<file path="config.mk">
export PLATFORM = sky130hd
export DESIGN_NAME = range_sample_framer
export DESIGN_NICKNAME = d
export VERILOG_FILES = /design/src/rtl/range_sample_framer.sv
export SDC_FILE = /design/constraint.sdc
export NUM_CORES = 1
export LEC_CHECK = 0
export CAP_MARGIN = 20
export CORE_MARGIN = 2
export CORE_UTILIZATION = 25
export DETAILED_ROUTE_END_ITERATION = 8
export GPL_TIMING_DRIVEN = 0
export PLACE_DENSITY = 0.49
export SLEW_MARGIN = 10
export SYNTH_ARGS = -nofsm -noshare
export SYNTH_HDL_FRONTEND = slang
export SYNTH_SLANG_ARGS = --single-unit
</file>
<file path="constraint.sdc">
create_clock -name clock -period 5.79 [get_ports clock]
set_input_delay 0.8685 -clock clock [delete_from_list [all_inputs] [get_ports clock]]
set_output_delay 0.8685 -clock clock [all_outputs]
set_load 0.05 [all_outputs]
</file>
<file path="src/rtl/range_sample_framer.sv">
// FIFO-buffered frame burster: collects samples, then replays one frame per burst with go/finish markers.
// Optional idle-timeout flush is enabled by defining FRAMER_AUTOFLUSH_EN.
module range_sample_framer #(
    parameter int WIDTH     = 8,
    parameter int FRAME_LEN = 16,
    parameter int DEPTH     = 32,
    parameter int TIMEOUT   = 64
) (
    input  logic             clock,
    input  logic             reset,
    input  logic [WIDTH-1:0] in_data,
    input  logic             in_valid,
    output logic             in_ready,
    input  logic             flush,
    output logic [WIDTH-1:0] out_data,
    output logic             out_go,
    output logic             out_finish,
    output logic             out_active,
    output logic             overflow_err
);
    localparam int AW = $clog2(DEPTH);
    localparam int CW = AW + 1;
    localparam logic [CW-1:0] FRAME_C = CW'(FRAME_LEN);
    localparam logic [CW-1:0] DEPTH_C = CW'(DEPTH);
    localparam logic [CW-1:0] TWO_C   = CW'(2);

    if (FRAME_LEN < 2 || FRAME_LEN > DEPTH || (1 << AW) != DEPTH || TIMEOUT < 1) begin : g_bad_cfg
        $error("range_sample_framer: illegal parameter combination");
    end

    typedef enum logic [1:0] {COLLECT, BURST, GAP} state_t;

    state_t           state_q, state_d;
    logic [AW-1:0]    wr_ptr_q, wr_ptr_d, rd_ptr_q, rd_ptr_d;
    logic [CW-1:0]    count_q, count_d, left_q, left_d;
    logic [WIDTH-1:0] out_data_q, out_data_d;
    logic             out_go_q, out_go_d, out_finish_q, out_finish_d;
    logic             out_active_q, out_active_d, overflow_err_q, overflow_err_d;
    logic [WIDTH-1:0] mem [DEPTH];

    logic full, push, pop, start, flush_req;

    assign full     = (count_q == DEPTH_C);
    assign in_ready = !full;
    assign push     = in_valid && !full;

`ifdef FRAMER_AUTOFLUSH_EN
    localparam int IW = $clog2(TIMEOUT + 1);
    logic [IW-1:0] idle_q, idle_d;

    // Idle time only accumulates while a flushable partial frame is waiting.
    always_comb begin
        idle_d = '0;
        if (state_q == COLLECT && count_q >= TWO_C && !push && !start)
            idle_d = idle_q + 1'b1;
    end

    always_ff @(posedge clock or negedge reset) begin
        if (!reset) idle_q <= '0;
        else        idle_q <= idle_d;
    end

    assign flush_req = flush || (idle_q == IW'(TIMEOUT));
`else
    assign flush_req = flush;
`endif

    // Count can exceed FRAME_LEN when samples arrive during a burst, hence >=.
    assign start = (state_q == COLLECT) &&
                   (count_q >= FRAME_C || (flush_req && count_q >= TWO_C));
    assign pop   = start || (state_q == BURST);

    always_comb begin
        state_d        = state_q;
        left_d         = left_q;
        out_data_d     = out_data_q;
        out_go_d       = 1'b0;
        out_finish_d   = 1'b0;
        out_active_d   = 1'b0;
        overflow_err_d = overflow_err_q || (in_valid && full);
        wr_ptr_d       = wr_ptr_q + AW'(push);
        rd_ptr_d       = rd_ptr_q + AW'(pop);
        count_d        = count_q + CW'(push) - CW'(pop);
        case (state_q)
            COLLECT: begin
                if (start) begin
                    out_go_d     = 1'b1;
                    out_active_d = 1'b1;
                    out_data_d   = mem[rd_ptr_q];
                    left_d       = ((count_q >= FRAME_C) ? FRAME_C : count_q) - CW'(1);
                    state_d      = BURST;
                end
            end
            BURST: begin
                out_active_d = 1'b1;
                out_data_d   = mem[rd_ptr_q];
                if (left_q == CW'(1)) begin
                    out_finish_d = 1'b1;
                    state_d      = GAP;
                end
                left_d = left_q - CW'(1);
            end
            default: state_d = COLLECT;
        endcase
    end

    always_ff @(posedge clock or negedge reset) begin
        if (!reset) begin
            state_q        <= COLLECT;
            wr_ptr_q       <= '0;
            rd_ptr_q       <= '0;
            count_q        <= '0;
            left_q         <= '0;
            out_data_q     <= '0;
            out_go_q       <= 1'b0;
            out_finish_q   <= 1'b0;
            out_active_q   <= 1'b0;
            overflow_err_q <= 1'b0;
        end else begin
            state_q        <= state_d;
            wr_ptr_q       <= wr_ptr_d;
            rd_ptr_q       <= rd_ptr_d;
            count_q        <= count_d;
            left_q         <= left_d;
            out_data_q     <= out_data_d;
            out_go_q       <= out_go_d;
            out_finish_q   <= out_finish_d;
            out_active_q   <= out_active_d;
            overflow_err_q <= overflow_err_d;
        end
    end

    // Storage carries no reset so it maps onto plain RAM.
    always_ff @(posedge clock) begin
        if (push) mem[wr_ptr_q] <= in_data;
    end

    assign out_data     = out_data_q;
    assign out_go       = out_go_q;
    assign out_finish   = out_finish_q;
    assign out_active   = out_active_q;
    assign overflow_err = overflow_err_q;
endmodule

</file>
; ---- Yosys cells after proc, flatten, opt, wreduce, memory -nomap -nowiden
; Memories as Yosys holds them, arrays and structs flattened.
; Index checks and enable logic that the tools add are counted.
[totals]
input_bits = 12
mem_count = 1
reg_bits = 36
elab_cells = 51
ramBits = 256
out_inout_bits = 13
[memory_table]
columns = name, words, width, read_ports, rd_ports_with_merged_regs, wr, line_no
row1 = mem, 32, 8, 1, 0, 1, 39  ; logic [WIDTH-1:0] mem [DEPTH];
[op_classes]
addsub = 6
n_eq_ne = 5
magnitude_cmp = 2
reduce_logical = 12
n_mux = 15
[op_table]
columns = op, count
row1 = 8-bit one-hot mux with 2 select lines, 1
row2 = 6-bit 2-to-1 mux, 2
row3 = 6-bit one-hot mux with 2 select lines, 1
row4 = "6-bit by 1-bit subtractor with 6-bit output, second input constant", 2
row5 = 5-bit by 1-bit adder with 5-bit output, 2
row6 = 8-bit 2-to-1 mux, 1
row7 = 6-bit by 1-bit adder with 6-bit output, 1
row8 = "6-bit by 1-bit equality test with 1-bit output, second input constant", 1
row9 = "6-bit equality test, second input constant", 1
row10 = "6-bit by 2-bit greater-or-equal comparator with 1-bit output, second input constant", 1
row11 = "6-bit by 5-bit greater-or-equal comparator with 1-bit output, second input constant", 1
row12 = 1-bit 2-to-1 mux, 6
row13 = 6-bit by 1-bit subtractor with 6-bit output, 1
row14 = 1-bit logical AND, 4
row15 = 2-bit 2-to-1 mux, 2
row16 = 2-bit one-hot mux with 2 select lines, 1
row17 = 2-bit AND reduction, 2
row18 = 1-bit logical OR, 3
row19 = "2-bit by 1-bit equality test with 1-bit output, second input constant", 1
row20 = 2-bit zero test, 1
row21 = "2-bit by 1-bit != test with 1-bit output, second input constant", 1
row22 = "2-bit != test, second input constant", 1
row23 = 1-bit one-hot mux with 2 select lines, 1
row24 = 2-bit nonzero test, 1
row25 = 1-bit zero test, 1

; ---- Logic depth before layout (Yosys ltp)
; Gate-level depths: netlist (run 1).
[depth]
ltp_word = 6
mapped_depth = 17
ltp_nobuf = 16

; ---- Worst setup path before layout (run 1)
; No wires, ideal clock.
[synth_timing]
path_type = register to register
start = register count_q[2]
end = register count_q[4]
synth_period_minus_slack_ns = 2.910
required_time_ns = 5.668
n_path_buf = 0
slack_ns = 2.880
path_stages_with_launch = 15
setup_time_ns = 0.122
arrival_ns = 2.788
path_cell_list = dfrtp_1 > inv_1 > ha_1 > nand4bb_1 > nand2_1 > ha_1 > inv_1 > ha_1 > inv_1 > fa_1 > nor2_1 > nor2_1 > nor2_1 > nor2_1 > xnor2_1
[synth_between]
word_cells_on_any_way = 11
classes_between = add/sub (2) / order compare (2) / eq/ne (1) / reduce/logical (6)
[synth_lines]
columns = item, line_no
row1 = from (decl), 35  ; logic [CW-1:0] count_q, count_d, left_q, left_d;
row2 = from (signal assigned), 123  ; count_q <= count_d;
row3 = 6-bit equality test, 43  ; assign full = (count_q == DEPTH_C);
row4 = 1-bit zero test, n/a
row5 = via in_ready, 13  ; output logic in_ready,
row6 = 1-bit logical AND, 45  ; assign push = in_valid && !full;
row7 = 6-bit by 1-bit adder with 6-bit output, 83  ; count_d = count_q + CW'(push) - CW'(pop);
row8 = 6-bit by 1-bit subtractor with 6-bit output, 83
row9 = via count_d[4], 35
; The timed path passes the listed nets, and every way through them passes these cells.
; A chain may end at the register's enable or synchronous reset.

; ---- Final worst setup path (run 1)
[layout_timing]
start = register count_q[2]
end = output in_ready
[layout_between]
elab_chain_cells = 2
[layout_lines]
columns = item, line_no
row1 = 6-bit equality test, 43
row2 = 1-bit zero test, 44  ; assign in_ready = !full;
row3 = to (decl), 13
; No other way between the ends.

==> reports/metrics.csv, run 1 <==
metric,value,unit
status,finished clean,
ratio of cells with drive above 1 in the final layout,14.1,%
number of port buffers,24,
post-synthesis mux area share,11.8,%
fillers,4589,
via count of the first global-routing pass,6433,
capture point of the worst reg-to-reg path,count_q[4],
number of antenna violations at the first check in global routing,1,
post-synthesis cell type with the largest combined area,edfxtp_1,
Slew @ Worst Pin,941,ps
count of flip-flops with a built-in enable after synthesis,256,
endpoint of the worst setup timing path,in_ready,
compound-gate portion of the synthesized area,5.94,%
flip-flop cell with the highest count after synthesis,edfxtp_1,
Overall Global Routing Usage,11.9,%
Max Transition Viols Final,0,
final antenna diode count,0,
CTS Root Cell,clkbuf_16,
total area of multi-input combinational cells,0.00298,mm2
number of violations reported at the end of detailed-routing iteration 0,569,
worst setup path startpoint,count_q[2],
number of storage elements in the synthesis netlist,292,
Resized cells post-CTS,0,
placed wire-length estimate after detailed placement,19500,um
post-synthesis adder-cell area fraction,2.06,%
synthesized cell area,0.0119,mm2
YS warnings,0,
Final Setup Violations,0,
Cell variety after synth,49,
fin nets,787,
Layout Utilization,29.8,%
VDD IR-drop max,259,uV
nature of the critical path startpoint,flip-flop,
area of all placed cells without fillers,0.0139,mm2
number of cell instances on the worst register-to-register path,17,
min Tclk post-route,3270,ps
largest cells by area after synthesis,"edfxtp_1, dfrtp_1, mux4_2",
floorplan die area,0.0493,mm2
clock sinks,292,
headroom to the max-slew limit,37.3,%
number of iterations in the first detailed-routing pass,5,
setup repair bufs after CTS,0,
gr ovfl total,0,
Skew-Pair Late Insertion Delay,580,ps
Leakage,4.81,nW
total number of H-tree levels,1,
first-pass GRT wire length,43600,um
TritonCTS clock tree,done,
CTS buffer count,31,
Worst EP arrival,2400,ps
setup repair after global routing missed its margin,no,
starting utilization of the core area,25.4,%
post-synthesis cell count,694,
Layout Area Growth over Synthesis,17.2,%
Max Clk Rate,0.306,GHz
Core Rows,79,
number of hold buffers added after CTS,0,
number of maximum-capacitance violations,0,
WP data required,4920,ps
number of vias after detailed routing,6310,
power density normalized to cell area,505,mW/mm2
sequential-to-total area share from yosys stat,72.3,%
DRC,0,
routed wire length per instance,21.2,um
fraction of post-synthesis cell area in the top cell type by area,64.7,%
"number of standard cells in the layout, taps in and fillers out",1388,
core region area,0.0468,mm2
total I/O pin count,25,
"Cell Area, Placed",0.0130,mm2
Storage cell area,0.00859,mm2
main combinational cell family by area after synthesis,multiplexers,
vias per std cell,4.55,
Setup Crit Path Kind,reg -> out,
area share of and/or/nand/nor cells after synthesis,4.55,%
syn_area_per_cell,17.1,um2
class of the most critical hold timing path,in -> async,
fraction of registers with async set/reset,12.3,%
Setup Total Neg Slack,0,ps
clock tree skew after final layout,10.5,ps
dpl cells,1330,
post-route antenna net violation count,0,
crit path max fanout,7,
pin count of the biggest net entering global routing,33,
Final Hold Vio Count,0,
routed wire length,29400,um
Chip Width,222,um
synthesized-area fraction occupied by xor and xnor cells,0.737,%
Critical R2R Launch,count_q[1],
clock-pin slew reported for the worst setup and hold paths after clock tree synthesis,60,ps
routability congestion estimate,0.753,
post-route fraction of the period consumed by the critical path,56.5,%
Die Height,222,um
kind of capture point of the worst setup path,output port,
Final Total Pwr,7.04,mW
number of buffers on the longest clock path,3,
register-to-register setup slack,2590,ps
Synth Net Count,725,
stage by stage:
stage	setup WS [ps]	hold WS, ps
after floorplan	2880	491
after global placement	2310	466
after detailed placement	2310	465
after CTS	2490	248
after global routing	2270	262
final	2520	253
how the worst min path moves through the flow:
stage | cells after the start | endpoint | slack [ps] | startpoint
after floorplan | 1 | left_q[0] | 490 | left_q[0]
after global placement | 1 | overflow_err | 470 | overflow_err
after detailed placement | 1 | overflow_err | 460 | overflow_err
after CTS | 1 | count_q[0] | 250 | reset
after global routing | 1 | count_q[3] | 260 | reset
final | 1 | count_q[3] | 250 | reset
worst max-delay path, cell delays in order, from the launching register on:
cell	delay, ps
dfrtp_1	460
inv_1	120
ha_1	240
nand4bb_1	170
clkdlybuf4s50_1	830
registers in the layout, summed over array words and instances, names as in the netlist:
name / flops
left_q: 6
count_q: 6
mem: 256
out_go: 1
overflow_err: 1
out_finish: 1
wr_ptr_q: 5
rd_ptr_q: 5
out_active: 1
state_q: 2
out_data: 8
synth_stat cells, types with 2 or more instances:
library cell / instances
a21oi_1: 32
inv_1: 21
dfrtp_1: 36
or3_1: 2
nor4b_1: 2
and3_1: 2
nor2_1: 49
a22o_1: 5
a221oi_1: 15
mux4_2: 36
mux2i_1: 58
a31oi_1: 2
nand3_1: 10
buf_6: 7
nand2_1: 33
o221ai_1: 12
xnor2_1: 5
edfxtp_1: 256
clkbuf_1: 16
buf_1: 2
o21ai_1: 9
buf_2: 6
o21bai_1: 2
xor2_1: 5
a211oi_1: 2
nor3_1: 3
buf_12: 2
a21o_1: 5
nor2b_1: 4
o21ai_0: 15
nand3b_1: 5
ha_1: 18
report_power, final:
group / internal [mW] / total, mW / switching [mW]
Combinational: 0.919 / 2.44 / 1.52
Sequential: 2.55 / 2.68 / 0.136
Clock: 1.10 / 1.91 / 0.805
Total: 4.57 / 7.04 / 2.47
placed cells by master (no fill, tap or decap), types with 7 or more instances in the layout:
master / instances
a21oi_1: 32
a221oi_1: 15
buf_2: 11
buf_6: 7
clkbuf_1: 29
clkbuf_16: 31
clkdlybuf4s50_1: 19
dfrtp_1: 36
edfxtp_1: 256
ha_1: 18
inv_1: 21
mux2i_1: 58
mux4_2: 36
nand2_1: 33
nand3_1: 10
nor2_1: 49
o21ai_0: 15
o21ai_1: 9
o221ai_1: 12
cells by family after synthesis:
logic type / after synthesis
flip-flops: 292
AND/OR/NAND/NOR: 116
AO/OA/AOI/OAI: 106
multiplexers: 95
buffers and inverters: 56
adder cells (fa/ha/maj): 19
XOR/XNOR: 10
area by class of cell:
| cell class | instances | share of cell area (%) |
|---|---|---|
| multi-input combinational | 346 | 21.4 |
| inverter | 22 | 0.593 |
| buffer | 34 | 1.61 |
| tap | 607 | 5.46 |
| timing repair buffer | 29 | 2.26 |
| clock inverter | 12 | 0.854 |
| clock buffer | 46 | 6.12 |
| sequential | 292 | 61.7 |
layer usage:
layer  share of wire, %  up-vias  track usage [%]
met1                 48     3286             17.5
met4                2.1        2             2.68
met5              0.044        -                0
met3                4.7       38             2.28
li1                   -     2843                -
met2                 45      141             18.3
No activity file was read; power rests on OpenSTA's default activity.
==> run 2: changes to the inputs <==
--- a/config.mk
+++ b/config.mk
@@ -10,7 +10,7 @@
 export CORE_UTILIZATION = 25
 export DETAILED_ROUTE_END_ITERATION = 8
 export GPL_TIMING_DRIVEN = 0
-export PLACE_DENSITY = 0.49
+export PLACE_DENSITY = 0.5
 export SLEW_MARGIN = 10
 export SYNTH_ARGS = -nofsm -noshare
 export SYNTH_HDL_FRONTEND = slang
==> constraint.sdc (replaced) <==
create_clock -name clock -period 2.7 [get_ports clock]
set_input_delay 0.405 -clock clock [delete_from_list [all_inputs] [get_ports clock]]
set_output_delay 0.405 -clock clock [all_outputs]
set_load 0.05 [all_outputs]
==> run 2 against run 1 <==
Clock skew grew 0.62 ps; clock power grew 130%; power grew 120%; via count grew 0.94%; clock-buffer cell count shrank 6; first-iteration DRC count shrank 1.2%; combinational power grew 120%; flip-flop and latch count is the same; register-to-register slack lost 2600 ps; non-clock buffer count grew 19; design area grew 2.6%; critical path type is now reg -> reg.
==> reports/metrics.csv, run 2 (synthesized netlist as in run 1, its figures left out) <==
metric,value,unit
status,finished clean,
setup repair after global routing missed its margin,yes,
Skew-Pair Late Insertion Delay,560,ps
ratio of cells with drive above 1 in the final layout,22.9,%
CTS Root Cell,clkbuf_16,
clock network power share,28.0,%
Max Transition Viols Final,0,
Setup Crit Path Kind,reg -> reg,
number of iterations in the first detailed-routing pass,5,
headroom to the max-slew limit,44.1,%
number of antenna violations at the first check in global routing,0,
floorplan die area,0.0493,mm2
number of vias after detailed routing,6369,
pin count of the biggest net entering global routing,34,
number of port buffers,24,
fillers,4600,
"most common cell after layout, fill and taps aside",edfxtp_1,
TritonCTS clock tree,done,
Slew @ Worst Pin,839,ps
Max Clk Rate,0.373,GHz
DRC,0,
most frequent cells in the layout,"edfxtp_1, mux2i_1, mux4_2, nand2_1, dfrtp_1",
nature of the critical path startpoint,flip-flop,
number of cell instances on the worst register-to-register path,16,
number of buffers on the longest clock path,3,
Leakage,4.93,nW
register share of total power,36.9,%
Overall Global Routing Usage,11.5,%
total number of H-tree levels,1,
clock tree skew after final layout,11.1,ps
Setup Total Neg Slack,0,ps
Final Hold Vio Count,0,
combinational fraction of design power,35.1,%
Layout Area Growth over Synthesis,20.3,%
clock sinks,292,
class of the most critical hold timing path,in -> async,
routability congestion estimate,0.804,
final antenna diode count,0,
post-route antenna net violation count,0,
fin nets,806,
starting utilization of the core area,25.4,%
kind of capture point of the worst setup path,flip-flop,
routed wire length,28500,um
Final Total Pwr,15.6,mW
total I/O pin count,25,
Core Rows,79,
core region area,0.0468,mm2
number of violations reported at the end of detailed-routing iteration 0,562,
switching power total,5.31,mW
Top reg by flops,mem,
CTS buffer count,31,
Final Setup Violations,0,
crit path max fanout,5,
Critical R2R Launch,count_q[3],
Internal Dissipation,10.3,mW
post-route fraction of the period consumed by the critical path,99.3,%
Worst EP arrival,3120,ps
via count of the first global-routing pass,6483,
first-pass GRT wire length,42800,um
Layout Utilization,30.6,%
VDD IR-drop max,647,uV
vias per std cell,4.53,
Chip Width,222,um
Sw Share,34.1,%
number of maximum-capacitance violations,0,
power density normalized to cell area,1090,mW/mm2
routed wire length per instance,20.3,um
placed wire-length estimate after detailed placement,19200,um
min Tclk post-route,2680,ps
clock-pin slew reported for the worst setup and hold paths after clock tree synthesis,60,ps
WP data required,3140,ps
register-to-register setup slack,20,ps
Die Height,222,um
number of flip-flops under the largest register name,256,
gr ovfl total,0,
capture point of the worst reg-to-reg path,count_q[4],
[run 2: cell count changes in the layout (fill, tap and decap cells not counted), sizes merged]
| cell | previous run | this run |
|---|---|---|
| buf | 28 | 46 |
| bufinv | 2 | 5 |
| clkbuf | 62 | 56 |
| clkinv | 9 | 11 |
| clkinvlp | 0 | 1 |
| dlygate4sd3 | 0 | 1 |
[run 2: worst max-delay path by stage]
stage	startpoint	endpoint	slack (ps)
6_report	count_q[3]	count_q[4]	20
5_1_grt	count_q[3]	count_q[4]	-130
4_1_cts	count_q[3]	count_q[4]	-160
3_5_place_dp	count_q[2]	count_q[4]	-380
3_3_place_gp	count_q[2]	count_q[4]	-390
2_1_floorplan	count_q[1]	count_q[4]	20
[run 2: area by class of cell]
type	instances	area [um2]	area share, %
Clock inverter	18	216	1.51
Sequential cell	292	8590	60.1
Multi-Input combinational cell	346	3140	22.0
Inverter	22	90.1	0.630
Buffer	33	213	1.49
Timing Repair Buffer	49	448	3.13
Clock buffer	40	830	5.81
Tap cell	607	759	5.31
[run 2: critical path: stages (launching register included)]
cell and delay (ps):
dfrtp_1 400, inv_2 110, ha_4 150, nand3b_4 80, o21a_4 240, a31o_4 260, inv_8 70, ha_2 250
inv_1 50, ha_2 170, inv_1 50, fa_2 370, nor2_2 80, nor2_1 40, nor2_1 80, nor2_1 50
xnor2_1 110
[run 2: routing by layer]
metal	routed length [um]	GRT usage [%]	share of wire, %	vias to the layer above
met5	0	0	0	-
met4	551	2.42	1.9	0
met3	1250	1.90	4.4	40
met2	13500	18.5	47	134
met1	13300	16.5	47	3311
li1	-	-	-	2884
[run 2: repair_timing]
action,CTS,global route
resized for setup,44,5
hold buffers,1,0
pin swaps,1,3
endpoints found under the setup margin,242,70
buffers inserted,7,12
hold endpoints to repair,36,0
[run 2: power by group through the flow]
stage,combinational [mW],sequential (mW),clock [mW]
2_1_floorplan,3.28,6.03,0
3_3_place_gp,5.17,5.86,0
5_1_grt,5.91,5.81,4.64
4_1_cts,5.40,5.75,4.45
6_report,5.46,5.75,4.36
3_5_place_dp,5.19,5.87,0
[run 2: stage by stage]
step	instances	hold slack, ps	setup WS (ps)	area (um2)
after floorplan	694	109	21.3	11900
after global placement	1325	458	-386	12900
after detailed placement	1330	229	-380	13000
after CTS	1396	176	-158	14200
after global routing	1407	202	-130	14300
final	1407	197	17.6	14300
==> run 3: changes to the inputs <==
--- a/config.mk
+++ b/config.mk
@@ -11,6 +11,7 @@
 export DETAILED_ROUTE_END_ITERATION = 8
 export GPL_TIMING_DRIVEN = 0
 export PLACE_DENSITY = 0.5
+export SETUP_SLACK_MARGIN = 0.15
 export SLEW_MARGIN = 10
 export SYNTH_ARGS = -nofsm -noshare
 export SYNTH_HDL_FRONTEND = slang
==> run 3 against run 2 <==
Flip-flop and latch count did not move; global-route usage fell by 0.27 points; sequential share of layout area fell by 0.35 points; core utilization rose by 0.18 points; via count fell by 0.72%; largest power group unchanged.
==> reports/metrics.csv, run 3 (synthesized netlist as in run 1, its figures left out) <==
metric,value,unit
class of the most critical hold timing path,in -> async,
number of antenna violations at the first check in global routing,1,
number of violations reported at the end of detailed-routing iteration 0,572,
delay contributed by the slowest stage of the critical path,430,ps
number of port buffers,24,
Top reg by flops,mem,
clock sinks,292,
floorplan die area,0.0493,mm2
crit path max fanout,3,
Leakage,4.88,nW
ratio of cells with drive above 1 in the final layout,22.9,%
number of flip-flops under the largest register name,256,
chain of cells forming the critical path,inv_4 > ha_4 > nand3b_4 > o21a_4 > a31o_4 > buf_12 > inv_8 > ha_4 > inv_2 > ha_4 > inv_2 > fa_2 > buf_4 > buf_4 > xor2_1,
Slew @ Worst Pin,789,ps
CTS Root Cell,clkbuf_16,
fin nets,806,
total I/O pin count,25,
headroom to the max-slew limit,47.2,%
TritonCTS clock tree,done,
"most used cell, CP",ha_4,
min Tclk post-route,2620,ps
Final Hold Vio Count,0,
final worst hold slack,293,ps
Worst EP arrival,3050,ps
"Slowest-stage cell, CP",dfrtp_2,
clock tree skew after final layout,14.7,ps
Core Rows,79,
Max Clk Rate,0.382,GHz
Final Setup Violations,0,
Layout Utilization,30.7,%
placed wire-length estimate after detailed placement,18300,um
starting utilization of the core area,25.4,%
GR Util met2,18.1,%
dpl cells,1328,
routed wire length,27800,um
vias per std cell,4.51,
final antenna diode count,0,
sum of buffers and inverters on the critical path,7,
"Cell Area, Placed",0.0130,mm2
nature of the critical path startpoint,flip-flop,
via count of the first global-routing pass,6548,
number of maximum-capacitance violations,0,
setup repair after global routing missed its margin,yes,
gr ovfl total,0,
Layout Area Growth over Synthesis,21.0,%
post-route antenna net violation count,0,
first-pass GRT wire length,42100,um
clock-pin slew reported for the worst setup and hold paths after clock tree synthesis,60,ps
post-route fraction of the period consumed by the critical path,96.9,%
number of vias after detailed routing,6323,
number of iterations in the first detailed-routing pass,4,
met3 global-route usage,1.70,%
cell family contributing the most delay on the critical path,adder cells,
routed wire length per instance,19.8,um
Overall Global Routing Usage,11.3,%
met1 capacity usage during global routing,15.5,%
CTS buffer count,29,
fillers,4600,
"number of standard cells in the layout, taps in and fillers out",1403,
most heavily used metal layer in global routing,met2,
status,finished clean,
number of buffers on the longest clock path,3,
"most common cell after layout, fill and taps aside",edfxtp_1,
Setup Crit Path Kind,reg -> reg,
Die Height,222,um
total number of H-tree levels,1,
VDD IR-drop max,429,uV
DRC,0,
most frequent cells in the layout,"edfxtp_1, mux2i_1, mux4_2, nand2_1, dfrtp_1",
kind of capture point of the worst setup path,flip-flop,
core region area,0.0468,mm2
area of all placed cells without fillers,0.0144,mm2
pre-CTS setup slack,-294,ps
power density normalized to cell area,1060,mW/mm2
routability congestion estimate,0.822,
WP data required,3140,ps
Chip Width,222,um
pin count of the biggest net entering global routing,33,
worst path setup slack after routing,84.1,ps
Skew-Pair Late Insertion Delay,560,ps
Max Transition Viols Final,0,
run 3: worst paths after layout:
kind	from	end	slack, ps	depth (start not counted)
max	count_q[3]	count_q[2]	80	15
min	reset	state_q[1]	290	2
max reg2reg	count_q[3]	count_q[2]	80	15
min reg2reg	overflow_err	overflow_err	470	1
max in group asynchronous	reset	out_data[5]	1940	3
min in group clock	in_data[1]	mem[23][1]	430	1
run 3: repair_timing:
action / in CTS / in global routing
resized for setup: 66 / 12
pin swaps: 14 / 1
hold buffers: 1 / 0
setup endpoints to repair: 262 / 193
buffers inserted: 18 / 3
hold endpoints to repair: 12 / 0
run 3: per-layer routing:
metal	share of wire [%]	vias up
met5	0.047	-
met2	47	137
met4	2.6	2
li1	-	2891
met3	4.7	54
met1	46	3239
run 3: area by class of cell:
type / count / area (um2) / share of cell area [%]
flip-flops and latches: 292 / 8590 / 59.8
plain buffers: 34 / 234 / 1.63
clock inverters: 7 / 81.3 / 0.566
well taps: 607 / 759 / 5.28
multi-input cells: 346 / 3310 / 23.0
inverters: 22 / 97.6 / 0.679
clock buffers: 45 / 806 / 5.60
repair buffers: 50 / 492 / 3.42
run 3: metrics by stage:
stage	total power, mW	TNS [ps]
after global routing	16.0	-23.2
after floorplan	9.38	0
final	15.2	0
after global placement	11.0	-46030
after detailed placement	11.0	-47390
after CTS	15.3	0
run 3: report_power, final:
part           internal [mW]  switching [mW]
Clock                   2.22            1.64
Combinational           2.26            3.34
Sequential              5.46           0.279
